==> src/rtl/if_id_skid_stage_if.sv <==
// Valid/ready stream carrying one fetched instruction (pc + instruction word).
// The master drives valid/pc/inst and the slave drives ready.
interface if_id_skid_stage_if #(
  parameter int PC_W   = 64,
  parameter int INST_W = 32
) ();
  logic              valid;
  logic [PC_W-1:0]   pc;
  logic [INST_W-1:0] inst;
  logic              ready;

  modport master (output valid, pc, inst, input ready);
  modport slave  (input valid, pc, inst, output ready);
endinterface

==> src/rtl/if_id_skid_stage.sv <==
// IF->ID pipeline register with a 2-entry skid buffer, a synchronous flush
// and a saturating counter of cycles in which decode was starved.
module if_id_skid_stage #(
  parameter int                PC_W        = 64,
  parameter int                INST_W      = 32,
  parameter logic [INST_W-1:0] BUBBLE_INST = '0,
  parameter int                CNT_W       = 16
) (
  input  logic                 clk,
  input  logic                 rst,
  input  logic                 flush,
  if_id_skid_stage_if.slave    up,
  if_id_skid_stage_if.master   dn,
  output logic [1:0]           occupancy,
  output logic [CNT_W-1:0]     bubble_cnt
);

  // Encodings double as the occupancy count.
  typedef enum logic [1:0] {
    EMPTY = 2'd0,
    ONE   = 2'd1,
    FULL  = 2'd2
  } state_t;

  state_t            state_q, state_d;
  logic [PC_W-1:0]   main_pc_q, main_pc_d;
  logic [INST_W-1:0] main_inst_q, main_inst_d;
  logic [PC_W-1:0]   skid_pc_q, skid_pc_d;
  logic [INST_W-1:0] skid_inst_q, skid_inst_d;
  logic [CNT_W-1:0]  cnt_q, cnt_d;
  logic              accept;

  assign accept = up.valid && (state_q != FULL);

  always_comb begin
    state_d     = state_q;
    main_pc_d   = main_pc_q;
    main_inst_d = main_inst_q;
    skid_pc_d   = skid_pc_q;
    skid_inst_d = skid_inst_q;
    cnt_d       = cnt_q;

    // Starvation counter runs independently of flush and saturates.
    if (dn.ready && (state_q == EMPTY) && (cnt_q != '1)) begin
      cnt_d = cnt_q + 1'b1;
    end

    if (flush) begin
      state_d     = EMPTY;
      main_pc_d   = '0;
      main_inst_d = BUBBLE_INST;
      skid_pc_d   = '0;
      skid_inst_d = BUBBLE_INST;
    end else begin
      case (state_q)
        EMPTY: begin
          if (accept) begin
            state_d     = ONE;
            main_pc_d   = up.pc;
            main_inst_d = up.inst;
          end
        end
        ONE: begin
          if (accept && dn.ready) begin
            main_pc_d   = up.pc;
            main_inst_d = up.inst;
          end else if (accept) begin
            state_d     = FULL;
            skid_pc_d   = up.pc;
            skid_inst_d = up.inst;
          end else if (dn.ready) begin
            state_d     = EMPTY;
            main_pc_d   = '0;
            main_inst_d = BUBBLE_INST;
          end
        end
        FULL: begin
          if (dn.ready) begin
            state_d     = ONE;
            main_pc_d   = skid_pc_q;
            main_inst_d = skid_inst_q;
          end
        end
        default: begin
          state_d     = EMPTY;
          main_pc_d   = '0;
          main_inst_d = BUBBLE_INST;
        end
      endcase
    end
  end

  always_ff @(posedge clk or posedge rst) begin
    if (rst) begin
      state_q     <= EMPTY;
      main_pc_q   <= '0;
      main_inst_q <= BUBBLE_INST;
      skid_pc_q   <= '0;
      skid_inst_q <= BUBBLE_INST;
      cnt_q       <= '0;
    end else begin
      state_q     <= state_d;
      main_pc_q   <= main_pc_d;
      main_inst_q <= main_inst_d;
      skid_pc_q   <= skid_pc_d;
      skid_inst_q <= skid_inst_d;
      cnt_q       <= cnt_d;
    end
  end

  assign up.ready   = (state_q != FULL);
  assign dn.valid   = (state_q != EMPTY);
  assign dn.pc      = main_pc_q;
  assign dn.inst    = main_inst_q;
  assign occupancy  = state_q;
  assign bubble_cnt = cnt_q;

endmodule
==> src/flat_wrapper.sv <==
// flat-port wrapper written by rule: the top's interface ports become plain ports
module if_id_skid_stage_flat 
#(
  parameter int                PC_W        = 64,
  parameter int                INST_W      = 32,
  parameter logic [INST_W-1:0] BUBBLE_INST = '0,
  parameter int                CNT_W       = 16
)
  (clk, rst, flush, occupancy, bubble_cnt, up_valid, up_pc, up_inst, up_ready, dn_valid, dn_pc, dn_inst, dn_ready);
  if_id_skid_stage_if #(.PC_W(PC_W), .INST_W(INST_W)) up_i ();
  if_id_skid_stage_if #(.PC_W(PC_W), .INST_W(INST_W)) dn_i ();
  input  logic clk;
  input  logic rst;
  input  logic flush;
  output logic [1:0] occupancy;
  output logic [CNT_W-1:0] bubble_cnt;
  input wire logic [$bits(up_i.valid)-1:0] up_valid;
  input wire logic [$bits(up_i.pc)-1:0] up_pc;
  input wire logic [$bits(up_i.inst)-1:0] up_inst;
  output wire logic [$bits(up_i.ready)-1:0] up_ready;
  output wire logic [$bits(dn_i.valid)-1:0] dn_valid;
  output wire logic [$bits(dn_i.pc)-1:0] dn_pc;
  output wire logic [$bits(dn_i.inst)-1:0] dn_inst;
  input wire logic [$bits(dn_i.ready)-1:0] dn_ready;
  assign up_i.valid = up_valid;
  assign up_i.pc = up_pc;
  assign up_i.inst = up_inst;
  assign up_ready = up_i.ready;
  assign dn_valid = dn_i.valid;
  assign dn_pc = dn_i.pc;
  assign dn_inst = dn_i.inst;
  assign dn_i.ready = dn_ready;
  if_id_skid_stage #(.PC_W(PC_W), .INST_W(INST_W), .BUBBLE_INST(BUBBLE_INST), .CNT_W(CNT_W)) u_core (.clk(clk), .rst(rst), .flush(flush), .up(up_i), .dn(dn_i), .occupancy(occupancy), .bubble_cnt(bubble_cnt));
endmodule
==> config.mk <==
export PLATFORM = sky130hd
export DESIGN_NAME = if_id_skid_stage_flat
export DESIGN_NICKNAME = d
export VERILOG_FILES = /design/src/rtl/if_id_skid_stage_if.sv /design/src/rtl/if_id_skid_stage.sv /design/src/flat_wrapper.sv
export SDC_FILE = /design/constraint.sdc
export NUM_CORES = 1
export LEC_CHECK = 0
export ABC_AREA = 1
export CORE_MARGIN = 2
export CORE_UTILIZATION = 45
export DETAILED_ROUTE_END_ITERATION = 10
export PLACE_DENSITY = 0.76
export SYNTH_ARGS = -nofsm -noshare
export SYNTH_HDL_FRONTEND = slang
export SYNTH_SLANG_ARGS = --single-unit
==> constraint.sdc <==
create_clock -name clk -period 7.35 [get_ports clk]
set_input_delay 1.47 -clock clk [delete_from_list [all_inputs] [get_ports clk]]
set_output_delay 1.47 -clock clk [all_outputs]
set_load 0.02 [all_outputs]
; ---- After elaboration in Yosys (flattened, before gate mapping)
; Index checks and enable logic that the tools add are counted.
[word_totals]
reg_bits = 210
out_inout_bits = 116
elab_cells = 56
[op_classes]
n_addsub = 1
n_eq_ne = 11
n_mux = 27
n_reduce_logical = 11
[op_table]
columns = op, count
row1 = 64-bit 2-to-1 mux, 9
row2 = 32-bit 2-to-1 mux, 9
row3 = 64-bit one-hot mux with 3 select lines, 1
row4 = 32-bit one-hot mux with 3 select lines, 1
row5 = 16-bit by 1-bit adder with 16-bit output (second input constant), 1
row6 = 16-bit != test (second input constant), 1
row7 = 2-bit 2-to-1 mux, 6
row8 = 4-bit by 3-bit != test with 1-bit output (second input constant), 2
row9 = 4-bit AND reduction, 2
row10 = 3-bit != test (second input constant), 2
row11 = 2-bit one-hot mux with 3 select lines, 1
row12 = 2-bit nonzero test, 3
row13 = 1-bit logical AND, 4
row14 = 2-bit != test (second input constant), 2
row15 = 4-bit != test (second input constant), 1
row16 = 3-bit by 2-bit != test with 1-bit output (second input constant), 1
row17 = 3-bit AND reduction, 1
row18 = 2-bit by 1-bit == test with 1-bit output (second input constant), 1
row19 = 2-bit == test (second input constant), 1
row20 = 2-bit logical NOT, 1

; ---- Depth between registers and ports, before layout
[logic_depth]
word_depth = 6
mapped_depth = 9
depth_no_buf = 8

; ---- Least setup slack after synthesis
; No wires, ideal clock.
[synth_timing]
path_type = reg-to-output
start = reg u_core.state_q[1] (netlist: u_core.occupancy[1])
end = out up_ready
arrival_ps = 1112
required_ps = 5880
path_slack_ps = 4768
path_stages_with_launch = 5
path_buffers = 1
path_cell_list = dfrtp_1 -> inv_2 -> nor2_2 -> inv_2 -> clkbuf_1
[synth_between]
elab_chain_cells = 1
[synth_rtl]
columns = item, line
row1 = from (decl), if_id_skid_stage.sv:25  ; state_t state_q, state_d;
row2 = from (signal assigned), if_id_skid_stage.sv:102  ; state_q <= state_d;
row3 = 2-bit != test, if_id_skid_stage.sv:111  ; assign up.ready = (state_q != FULL);
row4 = to (decl), flat_wrapper.sv:20  ; output wire logic [$bits(up_i.ready)-1:0] up_ready;
; Every way passes these cells.

; ---- Worst setup path after layout
; Same ends and word-level chain as after synthesis.

==> results.json <==
{
  "outcome": "complete, no violations",
  "grt_max_degree": 146,
  "cp_cell_sequence": "inv_2 -> nor2_2 -> clkinv_2 -> clkdlybuf4s50_1",
  "syn_avg_cell_area_sq_um": 8.428,
  "vias": 8138,
  "root_buffer": "clkbuf_16",
  "arrival_ns": 2.42,
  "crit_type": "reg -> out",
  "wl_per_cell_microns": 15.70,
  "tightest_slew_ns": 1.134,
  "cts_buffers": 23,
  "ff2ff_path_depth": 9,
  "cp_top_family": "buffers and inverters",
  "initial_core_util": 0.4592,
  "met3_length_microns": 2053,
  "crit_required_ns": 5.88,
  "clk_pin_slew_ns": 0.06,
  "yosysMostFrequentCell": "nand2_1",
  "syn-num-nets": 1208,
  "grt_overflow": 0,
  "hold_depth": 2,
  "synth_area_sq_um": 9321,
  "synth-edff-count": 0,
  "cts_setup_buffers": 0,
  "core-area_sq_um": 20300,
  "fin_total_pwr_mw": 3.048,
  "hp-class": "reg -> reg",
  "worst_setup_path_start_kind": "flip-flop",
  "place.gp.congestion": 0.8230,
  "drv_slew": 0,
  "fp.dieArea_sq_um": 21880,
  "cp.buffers_inverters": 3,
  "drt_iter0_markers": 532,
  "dp_hpwl_microns": 15050,
  "crit_path_max_fanout": 35,
  "ys.flop_type": "dfrtp_1",
  "grt_pass1_wl_microns": 40240,
  "port-buffer-count": 216,
  "post_drt_via_cell_ratio": 5.154,
  "maxCapViolations": 0,
  "cp-end-kind": "output pin",
  "power_leakage_nw": 6.012,
  "topRoutingLayerUsed": "met4",
  "area_growth_syn_to_layout_pct": 32.01,
  "clkLatencyLatePin_ns": 0.50,
  "detail-route-antenna-nets": 0,
  "drtPass1Iterations": 5,
  "synthTopCellsByArea": "dfrtp_1 56%, nand2_1 15%, o22ai_1 13%, inv_1 8.3%, buf_2 1.4%",
  "synth_warnings": 0,
  "setup_tns_ns": 0,
  "m1WireLength_microns": 11030,
  "clock_skew_ns": 0.006054,
  "pin_count": 217,
  "power_density_nw_per_um2": 247.7,
  "synth_seq_cells": 210,
  "cts_resized": 0,
  "synth_top_cell_by_area": "dfrtp_1",
  "yosys.area.top_type_share": 0.5638,
  "setup_viol": 0,
  "cp_slowest_cell": "clkdlybuf4s50_1",
  "fin_crit_ns": 3.890,
  "ys_types": 25,
  "ys_top_cells_by_count": "372 x nand2_1, 210 x dfrtp_1, 205 x inv_1",
  "row_count": 52,
  "drive_above_1_share": 0.04893,
  "period_share": 0.5293,
  "ir_drop_mv": 0.1831,
  "grt_pass1_vias": 7918,
  "cts.sinks": 210,
  "hold_buffers": 0,
  "syn_inst": 1106,
  "cp.depth": 4,
  "synth-seq-area-share": 0.5638,
  "die_w_microns": 147.9,
  "die_height_microns": 147.9,
  "slowest_delay_ns": 0.71,
  "slew_headroom": 0.2439,
  "track_usage": 0.2235,
  "fin_nets": 1395,
  "rsz0062_at_grt": "false",
  "maxClockFrequency_ghz": 0.2570,
  "tritoncts": "yes",
  "clockBufferDepth": 3,
  "final_hold_viol_count": 0,
  "h-tree-depth": 1,
  "async_flop_share": 1.000,
  "dr_wl_met2_microns": 11350,
  "routed_wl_microns": 24790,
  "fillers": 1727,
  "drc": 0,
  "antenna_found_initial": 0
}
[area by class of cell]
| cell class | instances | area, sq um | share of cell area |
|---|---|---|---|
| clock buffer | 31 | 655.6 | 0.05328 |
| timing repair buffer | 224 | 2222 | 0.1806 |
| inverter | 211 | 803.3 | 0.06528 |
| multi-input combinational | 623 | 2984 | 0.2425 |
| clock inverter | 9 | 45.04 | 0.003660 |
| antenna | 1 | 2.502 | 0.0002034 |
| tap | 270 | 337.8 | 0.02745 |
| sequential | 210 | 5255 | 0.4270 |
[path summary, 6_finish.rpt]
kind	from	end	slack, ns
worst min-delay path	u_core.dn.pc[18]	u_core.dn.pc[18]	0.48
worst max-delay path	u_core.occupancy[1]	up_ready	3.46
min in group asynchronous	rst	u_core.dn.pc[8]	1.55
max in group asynchronous	rst	u_core.skid_pc_q[33]	4.24
worst max register to register	u_core.occupancy[1]	u_core.dn.pc[40]	4.50
worst min register to register	u_core.dn.pc[18]	u_core.dn.pc[18]	0.48
[flip-flops by register name, summed over array words and instances (netlist names)]
| register | cells |
|---|---|
| u_core.occupancy | 2 |
| u_core.skid_pc_q | 64 |
| u_core.dn.inst | 32 |
| u_core.dn.pc | 64 |
| u_core.bubble_cnt | 16 |
| u_core.skid_inst_q | 32 |
[cell families after synthesis]
family | Yosys count | share of synthesized area
AOI/OAI and AO/OA | 199 | 0.1340
and+or+nand+nor | 416 | 0.1758
buffers and inverters | 273 | 0.1185
DFF | 210 | 0.5638
xor gates and xnor gates | 7 | 0.006577
adders and majority gates | 1 | 0.001342
[metal layers]
metal	GRT usage	up-vias
met5	0	-
met4	0.04667	0
met3	0.04198	29
met2	0.3495	325
met1	0.3287	3883
li1	-	3901
[worst min-delay path: stages (launching register included)]
cell	delay, ns
dfrtp_1	0.34
nand2_1	0.05
nand2_1	0.05
[power breakdown]
| group | leakage, nW | total, mW | switching [mW] | internal [mW] |
|---|---|---|---|---|
| registers | 2.84 | 1.32 | 0.0711 | 1.25 |
| clock network | 0.358 | 1.07 | 0.452 | 0.621 |
| logic | 2.81 | 0.651 | 0.380 | 0.271 |
[cells in the final DEF, fill, tap and decap left out, drive strengths merged]
cell           netlist  layout
nand2              374     374
clkbuf              25      31
diode                0       1
dfrtp              210     210
nand4                5       5
o22ai              193     193
o21ai                6       6
ha                   1       1
buf                 37       8
clkinv               0      10
nor2                25      25
inv                211     210
nand3               12      12
clkdlybuf4s50        0     216
xnor2                6       6
xor2                 1       1
[per-stage QoR]
step                instances  instance area (sq um)  utilization  setup slack (ns)  hold slack [ns]
finish                   1579                  12310       0.6062             3.460           0.4767
global route             1578                  12300       0.6061             3.342           0.4969
CTS                      1578                  12300       0.6061             3.456           0.4804
detailed placement       1538                  11600       0.5716             2.985           0.4647
global placement         1538                  11600       0.5716             3.099           0.4609
floorplan                1106                   9321            -            0.1425           0.4903
No activity file was read; power rests on OpenSTA's default activity.
